[config.mk]
export PLATFORM = sky130hd
export DESIGN_NAME = spi_slave
export DESIGN_NICKNAME = d
export VERILOG_FILES = /design/src/rtl/spi_pkg.sv /design/src/rtl/spi_sync_edge.sv /design/src/rtl/spi_slave.sv
export SDC_FILE = /design/constraint.sdc
export NUM_CORES = 1
export LEC_CHECK = 0
export BUFFER_PORTS_ARGS = -buffer_cell sky130_fd_sc_hd__buf_2
export CAP_MARGIN = 20
export CORE_MARGIN = 2
export CORE_UTILIZATION = 56
export CTS_CLUSTER_DIAMETER = 150
export CTS_CLUSTER_SIZE = 10
export DETAILED_ROUTE_END_ITERATION = 12
export GPL_ROUTABILITY_DRIVEN = 1
export PLACE_DENSITY = 0.78
export SLEW_MARGIN = 30
export SYNTH_ARGS = -nofsm -noshare
export SYNTH_HDL_FRONTEND = slang
export SYNTH_SLANG_ARGS = --single-unit
[constraint.sdc]
create_clock -name clk -period 2.91 [get_ports clk]
set_clock_uncertainty 0.1 [all_clocks]
set_input_delay 0.291 -clock clk [delete_from_list [all_inputs] [get_ports clk]]
set_output_delay 0.291 -clock clk [all_outputs]
set_load 0.1 [all_outputs]
[src/rtl/spi_pkg.sv]
// spi_pkg: shared SPI constants and slave state encoding
package spi_pkg;
    localparam int   SPI_WIDTH = 8;
    localparam logic SPI_CPOL  = 1'b0;
    localparam logic SPI_CPHA  = 1'b0;
    typedef enum logic {IDLE, ACTIVE} state_t;
endpackage

[src/rtl/spi_sync_edge.sv]
// spi_sync_edge: N-stage input synchronizer with registered rise/fall strobes
module spi_sync_edge #(
    parameter int   STAGES = 2,
    parameter logic INIT   = 1'b0
) (
    input  logic clk,
    input  logic rst,
    input  logic d,
    output logic rise,
    output logic fall
);
    logic [STAGES-1:0] sync;
    logic prev;
    // synchronize the pin, then compare against the previous synchronized value
    always_ff @(posedge clk or negedge rst) begin
        if (!rst) begin
            sync <= {STAGES{INIT}};
            prev <= INIT;
            rise <= 1'b0;
            fall <= 1'b0;
        end else begin
            sync <= {sync[STAGES-2:0], d};
            prev <= sync[STAGES-1];
            rise <= sync[STAGES-1] & ~prev;
            fall <= ~sync[STAGES-1] & prev;
        end
    end
endmodule

[src/rtl/spi_slave.sv]
// spi_slave: oversampled SPI mode-0 slave with byte-wide tx/rx ports
module spi_slave
    import spi_pkg::*;
#(
    parameter int WIDTH       = SPI_WIDTH,
    parameter int SYNC_STAGES = 2
) (
    input  logic             clk,
    input  logic             rst,
    input  logic             sclk,
    input  logic             ss,
    input  logic             mosi,
    output logic             miso,
    output logic             miso_oe,
    input  logic [WIDTH-1:0] tx_data,
    input  logic             tx_valid,
    output logic             tx_ready,
    output logic [WIDTH-1:0] rx_data,
    output logic             rx_valid,
    output logic             busy,
    output logic             frame_err
);
    localparam int CW = $clog2(WIDTH);
    state_t state, state_n;
    logic [CW-1:0] cnt;
    logic [WIDTH-1:0] rx_shift, tx_shift, pend, rx_next;
    logic [SYNC_STAGES-1:0] mosi_sync;
    logic full, sclk_rise, sclk_fall, ss_rise, ss_fall;
    logic act, start, frame_done, load, accept;

    spi_sync_edge #(.STAGES(SYNC_STAGES), .INIT(1'b0)) u_sclk (
        .clk(clk), .rst(rst), .d(sclk), .rise(sclk_rise), .fall(sclk_fall)
    );
    spi_sync_edge #(.STAGES(SYNC_STAGES), .INIT(1'b1)) u_ss (
        .clk(clk), .rst(rst), .d(ss), .rise(ss_rise), .fall(ss_fall)
    );

    // ss rise beats a coincident sclk edge, so "act" excludes it
    assign act        = (state == ACTIVE) && !ss_rise;
    assign start      = (state == IDLE) && ss_fall;
    assign frame_done = act && sclk_rise && (cnt == CW'(WIDTH - 1));
    assign load       = start | frame_done;
    assign accept     = tx_valid & ~full;
    assign tx_ready   = ~full;
    assign rx_next    = {rx_shift[WIDTH-2:0], mosi_sync[SYNC_STAGES-1]};

    // mosi only needs synchronizing; sclk edges decide when to sample it
    always_ff @(posedge clk or negedge rst) begin
        if (!rst) mosi_sync <= '0;
        else      mosi_sync <= {mosi_sync[SYNC_STAGES-2:0], mosi};
    end

    // state register
    always_ff @(posedge clk or negedge rst) begin
        if (!rst) state <= IDLE;
        else      state <= state_n;
    end

    // next-state: select opens a frame, deselect closes it
    always_comb begin
        state_n = (state == IDLE) ? (ss_fall ? ACTIVE : IDLE) : (ss_rise ? IDLE : ACTIVE);
    end

    // outputs: MISO is driven only while selected
    always_comb begin
        busy    = (state == ACTIVE);
        miso_oe = busy;
        miso    = busy & tx_shift[WIDTH-1];
    end

    // datapath: pending buffer, shifters, bit counter and strobes
    always_ff @(posedge clk or negedge rst) begin
        if (!rst) begin
            cnt       <= '0;
            rx_shift  <= '0;
            tx_shift  <= '0;
            pend      <= '0;
            full      <= 1'b0;
            rx_data   <= '0;
            rx_valid  <= 1'b0;
            frame_err <= 1'b0;
        end else begin
            rx_valid  <= frame_done;
            frame_err <= (state == ACTIVE) && ss_rise && (cnt != '0);
            pend      <= accept ? tx_data : pend;
            full      <= accept | (full & ~load);
            if (load)
                tx_shift <= full ? pend : '0;
            else if (act && !sclk_rise && sclk_fall && cnt != '0)
                tx_shift <= tx_shift << 1;
            if (start || ((state == ACTIVE) && ss_rise)) begin
                cnt <= '0;
            end else if (act && sclk_rise) begin
                cnt      <= frame_done ? '0 : cnt + 1'b1;
                rx_shift <= rx_next;
            end
            if (frame_done) rx_data <= rx_next;
        end
    end
endmodule

==> results of run 1 <==
[area by class of cell]
type / count / share of cell area, %
flip-flops and latches: 50 / 52.82
multi-input cells: 88 / 31.81
repair buffers: 31 / 7.478
clock buffers: 5 / 2.896
well taps: 48 / 2.528
clock inverters: 3 / 1.843
inverters: 4 / 0.6319
[metal layers]
| layer | global-route usage, % | part of all wire (%) |
|---|---|---|
| met5 | 0 | 0 |
| met4 | 8.594 | 2.1 |
| met3 | 6.678 | 5.0 |
| met2 | 30.93 | 50 |
| met1 | 24.18 | 43 |
[through the flow]
stage | hold slack (ps) | utilization [%]
final | 92.23 | 64.90
after global routing | 90.11 | 64.90
after CTS | 83.86 | 64.90
after detailed placement | 239.3 | 60.73
after global placement | 232.9 | 60.66
after floorplan | -104.6 | -
[worst min-delay path by stage]
stage	endpoint	slack (ps)	cells past startpoint
5_1_grt	pend[5]	90	2
3_5_place_dp	mosi_sync[0]	240	1
2_1_floorplan	busy	-100	0
3_3_place_gp	u_sclk.sync[1]	230	0
4_1_cts	pend[1]	80	2
6_report	pend[1]	90	2
[cells in the final DEF, fill, tap and decap left out, types with 2 or more instances in the layout]
cell type and instances:
dfrtp_1 47, buf_2 26, mux2_2 17, nand2_1 14, nand3_1 14, o221ai_2 7
nor2b_1 6, mux2_1 6, clkbuf_8 5, inv_1 4, dlygate4sd3_1 4, a21oi_1 3
ha_1 3, dfstp_2 3, nor2_1 2, and2_1 2, nand2b_1 2, mux2i_1 2
o21ai_0 2
[cells by family (layout without fill, tap and decap cells)]
kind of cell	count (synthesis)	in the layout	synth area share, %
flip-flops	50	50	58.90
AND/OR/NAND/NOR	46	46	13.74
buffers and inverters	15	43	5.636
adder cells (fa/ha/maj)	3	3	1.762
AO/OA/AOI/OAI	14	14	6.870
multiplexers	25	25	13.09
[power groups by stage]
stage / clock network, mW / logic (mW) / registers, mW
final: 0.486 / 0.529 / 1.01
after global routing: 0.526 / 0.589 / 1.04
after CTS: 0.502 / 0.539 / 1.01
after global placement: 0 / 0.509 / 1.00
after floorplan: 0 / 0.464 / 0.991
after detailed placement: 0 / 0.533 / 1.02
[critical path: stages (launching register included)]
cell      delay (ps)
dfrtp_1          420
ha_1             190
ha_1             230
nand4b_4         310
and2_1           420
a31o_1           270
[state kept, by name (all words and copies together), names as in the netlist]
name and cells:
cnt 3, mosi_sync 2, u_sclk.rise 1, u_sclk.sync 2, u_ss.prev 1, pend 8, u_ss.fall 1, tx_shift 8
busy 1, u_ss.rise 1, frame_err 1, u_sclk.fall 1, u_sclk.prev 1, full 1, rx_valid 1, rx_data 8
rx_shift 7, u_ss.sync 2
==> results.py, run 1 <==
metrics = {
    "final_layout": {
        "final_net_count": 197,
        "synthToLayoutAreaGrowth_pct": 11.51,
        "final_area_mm2": 0.002376,
        "antennaDiodeCount": 0,
        "layout.area.seq_mm2": 0.001255,
        "finalNonFillerCells": 229,
        "drive_above_1_share_pct": 37.02,
        "multi_input_area_um2": 755.7,
        "fill_cells": 273,
    },
    "sta": {
        "finalCritPeriodShare_pct": 70.35,
        "finalHoldViolCount": 0,
        "setup_viol": 0,
        "slew_headroom_pct": 52.73,
        "max_freq_mhz": 488.5,
        "report.final.slew_viol_count": 0,
        "fin_ws_ps": 862.7,
        "tightestPinTransition_ps": 707.6,
        "fin_setup_tns_ps": 0,
        "rsz0062_at_grt": "false",
        "fin_crit_ps": 2047,
    },
    "die": {
        "start_util_pct": 58.20,
        "ioPinCount": 28,
        "dieArea_mm2": 0.004315,
        "die_w_um": 65.69,
        "rows": 22,
        "die_h_um": 65.69,
        "coreArea_mm2": 0.003661,
    },
    "yosys": {
        "synthDistinctLibCells": 29,
        "syn_nets": 170,
        "syn_area_mm2": 0.002131,
        "synth.area.top_cells": "dfrtp_1 (55%), mux2_2 (9.0%), o221ai_2 (4.9%)",
        "syn-instance-count": 153,
        "synth_most_common_cell": "dfrtp_1",
        "synth_flop_cell": "dfrtp_1",
        "synth_top_area_share_pct": 55.20,
        "synth_seq_cells": 50,
        "synthTopCellsByCount": "dfrtp_1 (47), mux2_2 (17), nand2_1 (14), nand3_1 (14), o221ai_2 (7)",
        "seq_area_frac_synth_pct": 58.90,
        "synth_top_area_cell": "dfrtp_1",
        "async_flop_share_pct": 100.0,
        "ys_warn_count": 0,
        "syn_area_per_cell_um2": 13.93,
        "synth-edff-count": 0,
    },
    "drt": {
        "viasPerCell": 5.306,
        "first_iter_violations": 67,
        "drtAntennaViolNets": 0,
        "routed_wl_um": 3429,
        "drc_errors": 0,
        "vias": 1215,
        "wl_per_cell_um": 14.97,
        "first_pass_iters": 4,
    },
    "worst_setup_path": {
        "critical_path_class": "register to register",
        "worstReg2RegStart": "cnt[0]",
        "end_kind": "register",
        "crit_start": "cnt[0]",
        "crit_end": "tx_shift[0]",
        "r2r_cells": 5,
        "r2r_setup_slack_ps": 860,
        "path_max_fanout": 18,
        "required_ps": 3020,
        "worstSetupStartpointType": "register",
        "r2r_end": "tx_shift[0]",
        "arrival_ps": 2150,
    },
    "pwr": {
        "clock_power_share_pct": 24.0,
        "swShare_pct": 33.55,
        "power.switching_uw": 678.3,
        "p_int_mw": 1.344,
        "combPwrFrac_pct": 26.2,
        "p_leak_nw": 1.184,
        "power.density_mw_per_mm2": 851.0,
        "ir_drop_uv": 481.2,
        "pwr-share-seq_pct": 49.8,
        "fin_total_pwr_mw": 2.022,
    },
    "global_routing": {
        "grt_use_total_pct": 19.49,
        "grt_pass1_vias": 1286,
        "grt_max_degree": 51,
        "antenna_found_initial": 0,
        "gr-total-overflow": 0,
        "grt_pass1_wl_um": 6065,
    },
    "cts": {
        "cts_sinks": 50,
        "post-cts-setup-buffer-count": 0,
        "clk_path_buf_depth": 2,
        "holdBufCountCts": 4,
        "cts_resized": 0,
        "cts-root-buf": "clkbuf_8",
        "cts_inserted_buffers": 5,
        "htree_levels": 2,
        "path_clk_slew_ps": 90,
        "cts_tree": "done",
        "clock_latency_ps": 310,
    },
    "place": {
        "post-place-cells": 217,
        "place_area_mm2": 0.002223,
        "portBuffers": 27,
        "place_ws_ps": 875.6,
        "gp_congestion": 0.7576,
        "dp_hpwl_um": 2384,
    },
    "hold_path": {
        "hold_class": "input port to register",
        "hold_start": "tx_data[1]",
    },
    "run": {
        "cap_violations": 0,
    },
    "run_status": {
        "status": "finished, final reports clean",
    },
}
(Power assumes the default switching activity.)
==> run 2: changes to the inputs <==
- CORE_UTILIZATION: 56 -> 51
- PLACE_DENSITY: 0.78 -> 0.75
- clock period: 2.91 -> 1.7 ns (I/O delays scaled with it)
==> run 2 against run 1 <==
Register-to-register slack worse by 790 ps. Count of clock-buffer cells in the layout up 1. Core utilization shrank 0.18 points. Critical path depth did not move. Wire length rose by 2.2%. Sequential power increased by 70%. Non-clock buffer count grew 17. Global-route usage is 2.1 points lower. Cell area increased by 9.0%.
==> results.py, run 2 (synthesis results as in run 1) <==
metrics = {
    "final_layout": {
        "antennaDiodeCount": 0,
        "final_area_mm2": 0.002589,
        "final_net_count": 214,
        "mostFrequentLayoutCell": "dfrtp_1",
        "top_regs": "pend x8, rx_data x8, tx_shift x8",
        "finalNonFillerCells": 248,
        "utilization_pct": 64.72,
        "synthToLayoutAreaGrowth_pct": 21.49,
        "final_cell_mix": "dfrtp_1 (46), buf_2 (26), mux2_2 (17), nand2_1 (14), nand3_1 (14)",
        "drive_above_1_share_pct": 41.92,
    },
    "drt": {
        "viasPerCell": 5.153,
        "wl_per_cell_um": 14.13,
        "drtAntennaViolNets": 0,
        "first_iter_violations": 30,
        "vias": 1278,
        "drc_errors": 0,
        "routed_wl_um": 3503,
        "first_pass_iters": 5,
    },
    "hold_path": {
        "hold_class": "input port to register",
        "holdPathEnd": "pend[7]",
        "hold_start": "tx_data[7]",
        "min_path_cells": 2,
    },
    "place": {
        "gp_congestion": 0.8024,
        "dp_hpwl_um": 2449,
        "portBuffers": 27,
        "place_area_mm2": 0.002303,
        "place_ws_ps": 10.54,
        "post-place-cells": 227,
    },
    "worst_setup_path": {
        "r2r_cells": 5,
        "critical_path_class": "register to register",
        "slowest_stage": "dfrtp_1",
        "critical_path_buf_inv_count": 1,
        "arrival_ps": 1720,
        "path_cells": "ha_1, ha_2, nand4b_4, buf_4, mux2_2",
        "path_max_fanout": 6,
        "worstReg2RegStart": "cnt[0]",
        "end_kind": "register",
        "r2r_end": "rx_data[7]",
        "required_ps": 1790,
        "r2r_setup_slack_ps": 70,
        "worstSetupStartpointType": "register",
        "max_stage_delay_ps": 390,
        "critPathTopFamily": "adder cells",
    },
    "die": {
        "start_util_pct": 53.27,
        "rows": 23,
        "ioPinCount": 28,
        "dieArea_mm2": 0.004711,
        "die_w_um": 68.64,
        "coreArea_mm2": 0.004000,
        "die_h_um": 68.64,
    },
    "global_routing": {
        "grt_pass1_vias": 1258,
        "antenna_found_initial": 0,
        "gr-total-overflow": 0,
        "grt_use_total_pct": 17.43,
        "grt_pass1_wl_um": 5871,
        "grt_max_degree": 33,
    },
    "pwr": {
        "p_leak_nw": 1.285,
        "ir_drop_uv": 914.9,
        "power.density_mw_per_mm2": 1433,
    },
    "sta": {
        "report.final.slew_viol_count": 0,
        "rsz0062_at_grt": "false",
        "fin_ws_ps": 71.54,
        "tightestPinTransition_ps": 489.3,
        "finalCritPeriodShare_pct": 95.79,
        "max_freq_mhz": 614.1,
        "fin_crit_ps": 1628,
        "setup_viol": 0,
        "slew_headroom_pct": 67.61,
        "finalHoldViolCount": 0,
        "fin_setup_tns_ps": 0,
    },
    "cts": {
        "cts_inserted_buffers": 5,
        "cts_tree": "done",
        "clk_path_buf_depth": 2,
        "cts-root-buf": "clkbuf_8",
        "htree_levels": 2,
        "cts_sinks": 50,
        "clock_latency_ps": 290,
        "path_clk_slew_ps": 90,
    },
    "run_status": {
        "status": "finished, final reports clean",
    },
    "run": {
        "cap_violations": 0,
    },
}
## run 2: area by class of cell
cell class / count / area (µm²)
Timing Repair Buffer: 48 / 345.3
Inverter: 4 / 15.01
Clock inverter: 2 / 60.06
Multi-Input combinational cell: 88 / 764.5
Sequential cell: 50 / 1259
Tap cell: 50 / 62.56
Clock buffer: 6 / 82.58
Fill cell: 308 / 1411
## run 2: where the power goes
| group | total, mW | leakage [nW] | internal (mW) | switching (mW) |
|---|---|---|---|---|
| combinational | 0.999 | 0.586 | 0.434 | 0.565 |
| clock | 0.993 | 0.0714 | 0.627 | 0.366 |
| sequential | 1.72 | 0.628 | 1.50 | 0.216 |
| total | 3.71 | 1.28 | 2.56 | 1.15 |
## run 2: how the worst max path moves through the flow
| stage | start | end | slack [ps] | cells past startpoint |
|---|---|---|---|---|
| after global placement | cnt[0] | tx_shift[2] | 80 | 6 |
| after floorplan | busy | tx_shift[0] | -10 | 6 |
| final | cnt[0] | rx_data[7] | 70 | 5 |
| after detailed placement | cnt[0] | tx_shift[4] | 10 | 6 |
| after CTS | cnt[0] | tx_shift[4] | 4 | 6 |
| after global routing | cnt[1] | rx_data[0] | 0.9 | 5 |
## run 2: layer usage
| metal | part of all wire (%) | global-route usage, % | vias to the layer above |
|---|---|---|---|
| met5 | 0 | 0 | - |
| met4 | 2.1 | 7.500 | 0 |
| met3 | 3.0 | 4.383 | 9 |
| met2 | 51 | 28.00 | 26 |
| met1 | 44 | 22.44 | 630 |
| li1 | - | - | 613 |
## run 2: what timing repair did
item,4_1_cts,5_1_grt
pin swaps,1,1
resized for setup,0,3
endpoints found under the hold margin,27,0
buffers inserted,1,2
setup endpoints to repair,6,10
hold buffers,10,0
## run 2: worst reg2reg max path: cells and delay by family, from the launching register on
| kind | cells | cell delay, ps |
|---|---|---|
| adders and majority gates | 2 | 420 |
| DFF | 1 | 390 |
| buffers and inverters | 1 | 140 |
| and+or+nand+nor | 1 | 150 |
| muxes | 1 | 320 |
## run 2: through the flow
step / total power, mW / hold WS, ps
after detailed placement: 2.724 / 40.17
after global routing: 3.923 / 1.417
after floorplan: 2.511 / -225.6
after CTS: 3.738 / 6.408
final: 3.709 / 12.95
after global placement: 2.653 / 28.93
